--- config.mk ---
export PLATFORM = sky130hd
export DESIGN_NAME = frag_agg_sched
export DESIGN_NICKNAME = d
export VERILOG_FILES = /design/src/rtl/frag_agg_sched.sv
export SDC_FILE = /design/constraint.sdc
export NUM_CORES = 1
export LEC_CHECK = 0
export BUFFER_PORTS_ARGS = -buffer_cell sky130_fd_sc_hd__buf_2
export CAP_MARGIN = 20
export CORE_ASPECT_RATIO = 0.75
export CORE_MARGIN = 3
export CORE_UTILIZATION = 46
export DETAILED_ROUTE_END_ITERATION = 8
export PLACE_DENSITY = 0.92
export SLEW_MARGIN = 20
export SYNTH_ARGS = -nofsm -noshare
export SYNTH_HDL_FRONTEND = slang
export SYNTH_SLANG_ARGS = --single-unit
--- constraint.sdc ---
create_clock -name clk -period 7.8 [get_ports clk]
set_input_delay 2.34 -clock clk [delete_from_list [all_inputs] [get_ports clk]]
set_output_delay 2.34 -clock clk [all_outputs]
set_load 0.01 [all_outputs]
--- src/rtl/frag_agg_sched.sv ---
// Fragment scheduler: arbitrates two byte-fragment sources into a byte FIFO and
// repacks the FIFO contents into 32-bit output words, ending each packet with a last word.
module frag_agg_sched #(
    parameter int unsigned DEPTH_BYTES = 16,
    parameter int unsigned OCC_W       = 5
) (
    input  logic             clk,
    input  logic             rst,
    input  logic [31:0]      s0_data,
    input  logic [2:0]       s0_bytes,
    input  logic             s0_last,
    input  logic             s0_valid,
    output logic             s0_ready,
    input  logic [31:0]      s1_data,
    input  logic [2:0]       s1_bytes,
    input  logic             s1_last,
    input  logic             s1_valid,
    output logic             s1_ready,
    output logic [31:0]      fifo_din,
    output logic [3:0]       fifo_din_index,
    output logic             fifo_wr_en,
    output logic [3:0]       fifo_dout_index,
    output logic             fifo_rd_en,
    input  logic [31:0]      fifo_dout,
    output logic [31:0]      m_data,
    output logic [2:0]       m_bytes,
    output logic             m_last,
    output logic             m_valid,
    input  logic             m_ready,
    output logic [1:0]       grant,
    output logic [OCC_W-1:0] occ
);

    typedef enum logic [1:0] {IDLE, PACK, DRAIN} state_e;

    localparam logic [OCC_W-1:0] PACK_RD_MIN = OCC_W'(5);
    localparam logic [OCC_W-1:0] WORD_BYTES  = OCC_W'(4);
    localparam logic [OCC_W:0]   DEPTH       = (OCC_W+1)'(DEPTH_BYTES);

    state_e           state_q, state_d;
    logic             rr_ptr_q, rr_ptr_d;
    logic [1:0]       grant_q, grant_d;
    logic [OCC_W-1:0] occ_q, occ_d;
    logic             m_valid_q, m_valid_d;
    logic [31:0]      m_data_q, m_data_d;
    logic [2:0]       m_bytes_q, m_bytes_d;
    logic             m_last_q, m_last_d;
    logic             rd_pending_q, rd_pending_d;
    logic [2:0]       rd_bytes_q, rd_bytes_d;
    logic             rd_last_q, rd_last_d;
    logic             last_issued_q, last_issued_d;

    logic             own_sel, own_valid, own_last, own_ready;
    logic [31:0]      own_data;
    logic [2:0]       own_raw, own_bytes, rd_cnt;
    logic [OCC_W:0]   occ_sum;
    logic             accept, wr, rd, rd_tag_last, zero_load, can_issue, m_done;

    always_ff @(posedge clk) begin
        if (rst) begin
            state_q       <= IDLE;
            rr_ptr_q      <= 1'b0;
            grant_q       <= '0;
            occ_q         <= '0;
            m_valid_q     <= 1'b0;
            m_data_q      <= '0;
            m_bytes_q     <= '0;
            m_last_q      <= 1'b0;
            rd_pending_q  <= 1'b0;
            rd_bytes_q    <= '0;
            rd_last_q     <= 1'b0;
            last_issued_q <= 1'b0;
        end else begin
            state_q       <= state_d;
            rr_ptr_q      <= rr_ptr_d;
            grant_q       <= grant_d;
            occ_q         <= occ_d;
            m_valid_q     <= m_valid_d;
            m_data_q      <= m_data_d;
            m_bytes_q     <= m_bytes_d;
            m_last_q      <= m_last_d;
            rd_pending_q  <= rd_pending_d;
            rd_bytes_q    <= rd_bytes_d;
            rd_last_q     <= rd_last_d;
            last_issued_q <= last_issued_d;
        end
    end

    always_comb begin
        state_d  = state_q;
        grant_d  = grant_q;
        rr_ptr_d = rr_ptr_q;
        case (state_q)
            IDLE: begin
                if (s0_valid || s1_valid) begin
                    state_d = PACK;
                    grant_d = (s0_valid && (!rr_ptr_q || !s1_valid)) ? 2'b01 : 2'b10;
                end
            end
            PACK: begin
                if (accept && own_last) state_d = DRAIN;
            end
            DRAIN: begin
                if (m_done) begin
                    state_d  = IDLE;
                    grant_d  = '0;
                    rr_ptr_d = ~own_sel;
                end
            end
            default: state_d = IDLE;
        endcase
    end

    always_comb begin
        own_sel   = grant_q[1];
        own_valid = own_sel ? s1_valid : s0_valid;
        own_last  = own_sel ? s1_last  : s0_last;
        own_data  = own_sel ? s1_data  : s0_data;
        own_raw   = own_sel ? s1_bytes : s0_bytes;
        own_bytes = (own_raw > 3'd4) ? 3'd4 : own_raw;
        occ_sum   = {1'b0, occ_q} + (OCC_W+1)'(own_bytes);
        own_ready = !rst && (state_q == PACK) && (occ_sum <= DEPTH);
        accept    = own_ready && own_valid;
        wr        = accept && (own_bytes != 3'd0);
        m_done    = m_valid_q && m_ready && m_last_q;
        can_issue = !rst && !rd_pending_q && (!m_valid_q || m_ready);

        // PACK never drains below 1 byte, so DRAIN always has a tail (or a zero-byte packet) to tag last
        rd          = 1'b0;
        rd_cnt      = '0;
        rd_tag_last = 1'b0;
        zero_load   = 1'b0;
        if (can_issue) begin
            if (state_q == PACK && occ_q >= PACK_RD_MIN) begin
                rd     = 1'b1;
                rd_cnt = 3'd4;
            end else if (state_q == DRAIN && !last_issued_q) begin
                if (occ_q > WORD_BYTES) begin
                    rd     = 1'b1;
                    rd_cnt = 3'd4;
                end else if (occ_q != '0) begin
                    rd          = 1'b1;
                    rd_cnt      = occ_q[2:0];
                    rd_tag_last = 1'b1;
                end else begin
                    zero_load = 1'b1;
                end
            end
        end

        m_valid_d     = m_valid_q;
        m_data_d      = m_data_q;
        m_bytes_d     = m_bytes_q;
        m_last_d      = m_last_q;
        rd_pending_d  = rd_pending_q;
        rd_bytes_d    = rd_bytes_q;
        rd_last_d     = rd_last_q;
        last_issued_d = last_issued_q;
        if (m_valid_q && m_ready) m_valid_d = 1'b0;
        if (rd_pending_q) begin
            m_data_d     = fifo_dout;
            m_bytes_d    = rd_bytes_q;
            m_last_d     = rd_last_q;
            m_valid_d    = 1'b1;
            rd_pending_d = 1'b0;
        end
        if (rd) begin
            rd_pending_d = 1'b1;
            rd_bytes_d   = rd_cnt;
            rd_last_d    = rd_tag_last;
            if (rd_tag_last) last_issued_d = 1'b1;
        end
        if (zero_load) begin
            m_valid_d     = 1'b1;
            m_data_d      = '0;
            m_bytes_d     = '0;
            m_last_d      = 1'b1;
            last_issued_d = 1'b1;
        end
        if (state_q == DRAIN && m_done) last_issued_d = 1'b0;

        occ_d = occ_q + (wr ? OCC_W'(own_bytes) : '0) - (rd ? OCC_W'(rd_cnt) : '0);

        s0_ready        = own_ready && grant_q[0];
        s1_ready        = own_ready && grant_q[1];
        fifo_wr_en      = wr;
        fifo_din        = wr ? own_data : '0;
        fifo_din_index  = wr ? {1'b0, own_bytes} : '0;
        fifo_rd_en      = rd;
        fifo_dout_index = rd ? {1'b0, rd_cnt} : '0;
        m_valid         = m_valid_q;
        m_data          = m_data_q;
        m_bytes         = m_bytes_q;
        m_last          = m_last_q;
        grant           = grant_q;
        occ             = occ_q;
    end

endmodule

==> impl_results.md, run 1 <==
- Max_cap viols: 0
- Setup Skew: between 9 and 10 ps
- Layout cells sized above 1: 0.400
- Hold path depth: 1
- Req. time, crit path: between 5000 and 6000 ps
- GRT Resource Usage Total: 0.227
- Post-synth design cell area: 3120 um^2
- Vias per std cell: 5.09
- Post-Place Worst Slack: 736 ps
- # IOs: about 200
- Clock share of power: 0.193
- Most common cell after layout, fill and taps aside: buf_2
- Starting DRT DRC Count: 82
- Slew HR: 0.565
- Number of global-route vias before repair: just over 3000
- Cell Int Power: 515 uW
- Post-synthesis cell type count: 45
- Initial Util: 0.484
- Final wirelength: 9.10 mm
- Yosys warns: 0
- CP endpoint kind: output pin
- Clk buf depth: 2
- RePlAce Congestion: 0.804
- CTS HTree Levels: 2
- Area of the multi-input gates: 1830 um^2
- TritonCTS Sinks: 53
- Die W: 101 um
- Final worst slack: just over 700 ps
- CTS root buf: clkbuf_8
- Worst hold path class: flop to flop
- Final #Nets: roughly 660
- Worst setup SP type: input port
- P&R area growth vs syn: 33.3%
- Fraction of registers with async set/reset: 0
- Overall Power: 815 uW
- CTS tree: done
- Placed cell area: 4050 um^2
- Post-Syn Area per Cell: roughly 9 um^2
- Fmax: 0.141 GHz
- Final Setup Violations: 0
- DR WL/cell: 14.8 um
- Cts hold-fix bufs: 0
- DRC errors left: 0
- Post-route clock period utilization: 0.909
- Worst-Skew Late Latency: 300 ps
- Least-Margin Pin Slew: 652 ps
- Pwr/cell area: 196 nW/um^2
- Most frequent cells in the layout: 194 x buf_2, 84 x nor2_1, 71 x mux2i_1
- Unrepaired setup endpoints after global routing: no
- Setup TNS: 0 ps
- Total grt overflow: 0
- Area share of the leading cell type in the synthesized netlist: 0.340
- Final hold violations: 0
- Seq cells post-synth: 53
- Post-route minimum period: just over 7000 ps
- Worst reg2reg path depth: 16
- Gate power share: 0.372
- Buffers added on ports: 194
- Post-CTS Setup Bufs: 0
- Clock slew at reported path FFs: 100 ps
- Sequential power share: 0.435
- Sequential Area: 1070 um^2
- Status: finished clean
- Core area: between 6000 and 7000 um^2
- Row count: 25
- Fillers: 553
- Worst-path maximum fanout: 33
- ANT nets after route: 0
- Post-Layout Inst Area: 4160 um^2
- Die area: approximately 8000 um^2
- Largest net degree at the start of global routing: 46
- Via count: 3143
- PostCTS Resize Cnt: 0
- First-pass GRT wire length: around 14 mm
- Area leader, netlist: dfxtp_1
- Pins Over Slew Limit: 0
- Dpl hpwl: 7.44 mm
- Inserted Clock Buffers: 5
- P_sw: 300 uW
- Worst VDD drop: 0.114 mV
- Setup Crit Path Kind: input port to output pin
- Sw Share: 0.368
- Die H: 77.3 um
- CP arrival: 4750 ps
- Post-synth EDFFs: 0
- Post-synth top flop: dfxtp_1
- First-pass DRT Iterations: 4
- Seq/Total Area, Yosys: 0.340
- Post-Syn Instances: 352
- Initial antenna violation count: 1
- Pleak: 2.11 nW
- Area contributors post-synth: dfxtp_1 34%, mux2i_1 23%, nor2_1 10%, ha_1 4.4%, a21oi_1 2.9%
power by group through the flow:
| stage | clock [mW] | sequential [mW] | combinational [mW] |
|---|---|---|---|
| 6_report | 0.157 | 0.355 | 0.303 |
| 3_5_place_dp | 0 | 0.360 | 0.305 |
| 5_1_grt | 0.174 | 0.362 | 0.338 |
| 3_3_place_gp | 0 | 0.357 | 0.291 |
| 2_1_floorplan | 0 | 0.337 | 0.225 |
| 4_1_cts | 0.162 | 0.354 | 0.307 |
state kept, by name (all words and copies together) (netlist names):
signal         count
m_data            32
occ                5
m_bytes            3
rd_bytes_q         3
grant              2
state_q            2
last_issued_q      1
m_last             1
m_valid            1
rd_last_q          1
rd_pending_q       1
rr_ptr_q           1
worst paths after layout:
path                                     from  slack (ps)            end
worst min-delay path            rd_bytes_q[2]         480  rd_bytes_q[2]
worst max register to register       grant[1]        3320         occ[4]
worst min register to register  rd_bytes_q[2]         480  rd_bytes_q[2]
worst max-delay path              s1_bytes[2]         710   fifo_din[20]
logic make-up (layout without fill, tap and decap cells):
family / count (synthesis) / in the layout / synth area share
and+or+nand+nor: 127 / 127 / 0.186
muxes: 71 / 71 / 0.228
DFF: 53 / 53 / 0.340
buffers and inverters: 42 / 224 / 0.0750
AOI/OAI and AO/OA: 39 / 39 / 0.0883
adders and majority gates: 15 / 15 / 0.0698
xor gates and xnor gates: 4 / 4 / 0.0112
other: 1 / 3 / 0.00120
critical path, stage by stage:
cell,delay (ps)
buf_2,100
mux2i_1,220
inv_1,110
nor2_1,180
ha_1,220
fa_1,430
nor3_1,250
a211o_1,190
nand4_1,90
buf_4,260
nor2_1,180
buf_2,160
metrics by stage:
step | hold slack, ps | instances | util
floorplan | 440 | 353 | -
global route | 514 | 617 | 0.645
detailed placement | 459 | 608 | 0.629
global placement | 454 | 608 | 0.629
finish | 481 | 617 | 0.645
CTS | 484 | 616 | 0.644
layout make-up:
type | count | share of cell area
Clock buffer | 5 | 0.0166
Antenna cell | 1 | 0.000602
Inverter | 20 | 0.0181
Multi-Input combinational cell | 258 | 0.440
Timing Repair Buffer | 196 | 0.237
Clock inverter | 3 | 0.00632
Sequential cell | 53 | 0.257
Tap cell | 81 | 0.0244
Yosys cell counts (all sizes together), types with 2 or more instances:
cell type and count:
nor2 87, mux2i 71, dfxtp 53, inv 20, a21oi 18, buf 15, ha 11, clkbuf 7
nand2 7, and3 5, nand2b 5, nand3 5, nor3b 5, a21o 4, fa 4, o21ai 3
xor2 3, a311oi 2, a32o 2, nand4 2, nor2b 2, nor3 2, nor4 2, o211ai 2
layer usage:
layer	track usage	up-vias	share of wire
met1	0.251	1453	0.38
met3	0.0500	16	0.065
li1	-	1556	-
met2	0.421	118	0.53
met5	0	-	0
met4	0.0744	0	0.025
No activity file was read; power rests on OpenSTA's default activity.
==> run 2: changes to the inputs <==
CORE_MARGIN = not set   (was 3)
CORE_UTILIZATION = 43   (was 46)
PLACE_DENSITY = 0.81   (was 0.92)
clock period = 6.65 ns   (was 7.8 ns; I/O delays follow)
==> run 2 against run 1 <==
  * Hold slack better by 8.3 ps
  * Register-to-register slack got worse by 620 ps
  * Final area grew 0.63%
  * Largest power group unchanged
==> impl_results.md, run 2 (same netlist as run 1, synthesis figures left out) <==
- Pleak: 2.12 nW
- Req. time, crit path: 4660 ps
- Initial Util: 0.452
- Pins Over Slew Limit: 0
- Post-CTS Setup Bufs: 0
- Post-route clock period utilization: 0.946
- CP endpoint kind: output pin
- Reg2reg end: occ[4]
- Worst reg2reg path depth: 16
- First-pass DRT Iterations: 4
- Most common cell after layout, fill and taps aside: buf_2
- Row count: 26
- Setup TNS: 0 ps
- Hold path depth: 2
- Worst VDD drop: 0.145 mV
- Worst Hold End: rd_last_q
- RePlAce Congestion: 0.807
- Worst-Skew Late Latency: about 300 ps
- Crit-path cells: buf_2, mux2i_1, inv_1, nor2_1, ha_1, fa_1, a21o_1, and3_1, a211o_1, nand4_1, buf_4, nor2_1, buf_2
- Fillers: roughly 640
- Worst setup SP type: input port
- Status: finished clean
- Setup Skew: between 10 and 15 ps
- Reg2reg setup slack: 2700 ps
- WHS: between 400 and 500 ps
- Post-Place Worst Slack: 388 ps
- Max reg flops: 32
- First-pass GRT wire length: 13.1 mm
- Die H: ~76 um
- Core area: 6900 um^2
- Max_cap viols: 0
- CTS tree: done
- Final worst slack: 358 ps
- Initial antenna violation count: 2
- Total grt overflow: 0
- Final Setup Violations: 0
- P&R area growth vs syn: 34.1%
- Final #Nets: 659
- HP Start: rd_last_q
- Starting DRT DRC Count: 123
- Number of global-route vias before repair: 2929
- DR WL/cell: 13.9 um
- CTS HTree Levels: 2
- Die area: 7600 um^2
- Worst hold path class: flop to flop
- Least-Margin Pin Slew: 665 ps
- Final hold violations: 0
- Die W: around 100 um
- Worst path slowest cell: fa_1
- Buffers added on ports: 194
- Unrepaired setup endpoints after global routing: no
- Pwr/cell area: 228 nW/um^2
- CP arrival: 4300 ps
- Dpl hpwl: a little over 7 mm
- Vias per std cell: just under 5
- Via count: 3135
- Fmax: about 0.16 GHz
- Largest net degree at the start of global routing: 41
- CP bufs+invs: 4
- Final wirelength: 8.84 mm
- Overall Power: 952 uW
- Layout cells sized above 1: 0.401
- Post-route minimum period: 6290 ps
- # IOs: 197
- RR Startpoint: grant[1]
- PostCTS Resize Cnt: 0
- Cts hold-fix bufs: 0
- CTS root buf: clkbuf_8
- ANT nets after route: 0
- Most frequent cells in the layout: 194 x buf_2, 84 x nor2_1, 71 x mux2i_1
- Slew HR: 0.556
- Clock slew at reported path FFs: approximately 90 ps
- Crit path largest cell delay: 420 ps
- DRC errors left: 0
- Clk buf depth: 2
- GRT Resource Usage Total: 0.221
- TritonCTS Sinks: 53
- Delay-heaviest family, CP: buffers and inverters
- Worst-path maximum fanout: 33
- Setup Crit Path Kind: input port to output pin
- Inserted Clock Buffers: 5
-- run 2: cell types whose count changed in the layout (fill, tap and decap cells not counted), sizes merged --
cell / delta
buf: +1
clkinv: +1
clkinvlp: -1
diode: +2
-- run 2: layout make-up --
type	instances	area, um^2	area share
multi-input combinational	258	1830	0.437
sequential	53	1070	0.255
timing repair buffer	197	993	0.238
tap	98	123	0.0293
inverter	20	75.1	0.0180
clock buffer	5	68.8	0.0165
clock inverter	3	21.3	0.00509
antenna	3	7.51	0.00180
-- run 2: per-stage QoR --
stage	cells	cell area [um^2]	util
6_report	637	4180	0.606
4_1_cts	634	4170	0.605
3_3_place_gp	626	4080	0.592
3_5_place_dp	626	4080	0.592
5_1_grt	637	4180	0.606
2_1_floorplan	353	3120	-
-- run 2: layer usage --
metal,global-route usage,share of wire,routed length [um],up-vias
li1,-,-,-,1561
met3,0.0477,0.052,460,14
met5,0,0,0,-
met1,0.228,0.39,3490,1452
met2,0.435,0.53,4660,108
met4,0.103,0.026,229,0
-- run 2: how the worst max path moves through the flow --
stage	start	to	depth (start not counted)
after detailed placement	s1_bytes[2]	fifo_din[16]	13
after global placement	s1_bytes[2]	fifo_din_index[0]	11
after floorplan	s1_bytes[2]	fifo_din_index[0]	11
after global routing	s1_bytes[2]	fifo_din[16]	12
final	s1_bytes[2]	fifo_din[16]	13
after CTS	s1_bytes[2]	fifo_din[16]	13
-- run 2: where the power goes --
| group | internal (mW) | total (mW) | switching (mW) |
|---|---|---|---|
| registers | 0.351 | 0.406 | 0.0547 |
| logic | 0.178 | 0.366 | 0.188 |
| clock network | 0.0749 | 0.181 | 0.106 |
-- run 2: worst min-delay path, cell delays in order (launching register included) --
cell      delay, ps
dfxtp_1         330
nand2b_1         70
o21bai_1         60
==> run 3: changes to the inputs <==
RECOVER_POWER = 25   (was not set)
==> run 3 against run 2 <==
  * Sequential power hardly changed
  * Critical path depth stayed put
  * Sequential share of layout area rose by 0.33 points
  * Setup slack improved by 5.3 ps
  * Critical path type unchanged
  * Largest cell class unchanged
==> impl_results.md, run 3 (same netlist as run 1, synthesis figures left out) <==
- Status: finished clean
- Clock slew at reported path FFs: roughly 90 ps
- Pins Over Slew Limit: 0
- Via count: 3145
- CTS tree: done
- Post-CTS Setup Bufs: 0
- Fmax: ~0.16 GHz
- First-pass DRT Iterations: 4
- Slew HR: 0.397
- P_sw: 349 uW
- CTS HTree Levels: 2
- Initial antenna violation count: 2
- Final wirelength: just under 9 mm
- CP endpoint kind: output pin
- Post-route clock period utilization: 0.945
- Core area: slightly below 7000 um^2
- Unrepaired setup endpoints after global routing: no
- PostCTS Resize Cnt: 0
- Fillers: 660
- Max_cap viols: 0
- Most common cell after layout, fill and taps aside: buf_2
- First-pass GRT wire length: 13.1 mm
- Worst-path maximum fanout: 33
- Post-route minimum period: 6290 ps
- Number of global-route vias before repair: approximately 2900
- Die W: 100 um
- Placed cell area: 4080 um^2
- CP arrival: ~4300 ps
- Max reg flops: 32
- Cell Int Power: 599 uW
- Final hold violations: 0
- WHS: 490 ps
- RePlAce Congestion: slightly above 0.8
- Setup Skew: a little over 10 ps
- Worst setup SP type: input port
- Req. time, crit path: 4660 ps
- Die H: approximately 76 um
- CTS root buf: clkbuf_8
- Least-Margin Pin Slew: 904 ps
- Final #Nets: 659
- P&R area growth vs syn: 32.4%
- DR WL/cell: 13.9 um
- Sw Share: 0.368
- Gate power share: 0.382
- GRT Resource Usage Total: 0.221
- Initial Util: 0.452
- Worst-Skew Late Latency: 300 ps
- Final Setup Violations: 0
- Pwr/cell area: between 200 and 250 nW/um^2
- Pleak: between 1.5 and 2 nW
- Setup Crit Path Kind: input port to output pin
- Clk buf depth: 2
- Worst hold path class: flop to flop
- Dpl hpwl: 7.07 mm
- Starting DRT DRC Count: between 100 and 150
- Layout cells sized above 1: 0.347
- Die area: 7600 um^2
- Clock share of power: 0.191
- Row count: 26
- Total grt overflow: 0
- Sequential power share: 0.427
- Inserted Clock Buffers: 5
- Reg2reg setup slack: roughly 2700 ps
- Worst VDD drop: 0.145 mV
- Most frequent cells in the layout: 166 x buf_2, 84 x nor2_1, 71 x mux2i_1
- TritonCTS Sinks: 53
- Largest net degree at the start of global routing: between 40 and 50
- ANT nets after route: 0
- DRC errors left: 0
- Worst reg2reg path depth: 16
- Cts hold-fix bufs: 0
- Vias per std cell: 4.94
- Setup TNS: 0 ps
- Buffers added on ports: 194
- Hold path depth: 2
- Post-Layout Inst Area: roughly 4100 um^2
- # IOs: roughly 200
[run 3: path summary, 6_finish.rpt]
kind / end / start
max reg2reg: occ[4] / grant[1]
min: rd_last_q / rd_last_q
min reg2reg: rd_last_q / rd_last_q
max: fifo_din[16] / s1_bytes[2]
[run 3: area by class of cell]
cell class,instances,area [um^2],share of cell area
Multi-Input combinational cell,258,1810,0.438
Sequential cell,53,1070,0.258
Timing Repair Buffer,197,958,0.232
Tap cell,98,123,0.0297
Inverter,20,75.1,0.0182
Clock buffer,5,68.8,0.0167
Clock inverter,3,21.3,0.00515
Antenna cell,3,7.51,0.00182
[run 3: critical path, cell delays in order]
cell,delay (ps)
buf_2,80
mux2i_1,100
inv_1,130
nor2_1,70
ha_1,210
fa_1,420
a21o_1,200
and3_1,190
a211o_1,260
nand4_1,80
buf_4,310
nor2_1,100
buf_2,150
[run 3: power by group through the flow]
stage	sequential, mW	clock [mW]	combinational, mW
2_1_floorplan	0.396	0	0.264
3_3_place_gp	0.407	0	0.354
3_5_place_dp	0.411	0	0.365
4_1_cts	0.404	0.188	0.368
5_1_grt	0.412	0.201	0.400
6_report	0.405	0.181	0.362
[run 3: routing by layer]
| metal | vias up | wire length (um) | GRT usage |
|---|---|---|---|
| met3 | 18 | 476 | 0.0477 |
| met1 | 1448 | 3510 | 0.228 |
| met2 | 115 | 4650 | 0.435 |
| met4 | 0 | 239 | 0.103 |
| li1 | 1564 | - | - |
| met5 | - | 0 | 0 |
[run 3: through the flow]
step                instances  power, mW  utilization  setup WS (ps)
floorplan                 353      0.660            -            709
global placement          626      0.762        0.592            543
detailed placement        626      0.776        0.592            388
CTS                       634      0.960        0.605            383
global route              637       1.01        0.599            192
finish                    637      0.948        0.599            363
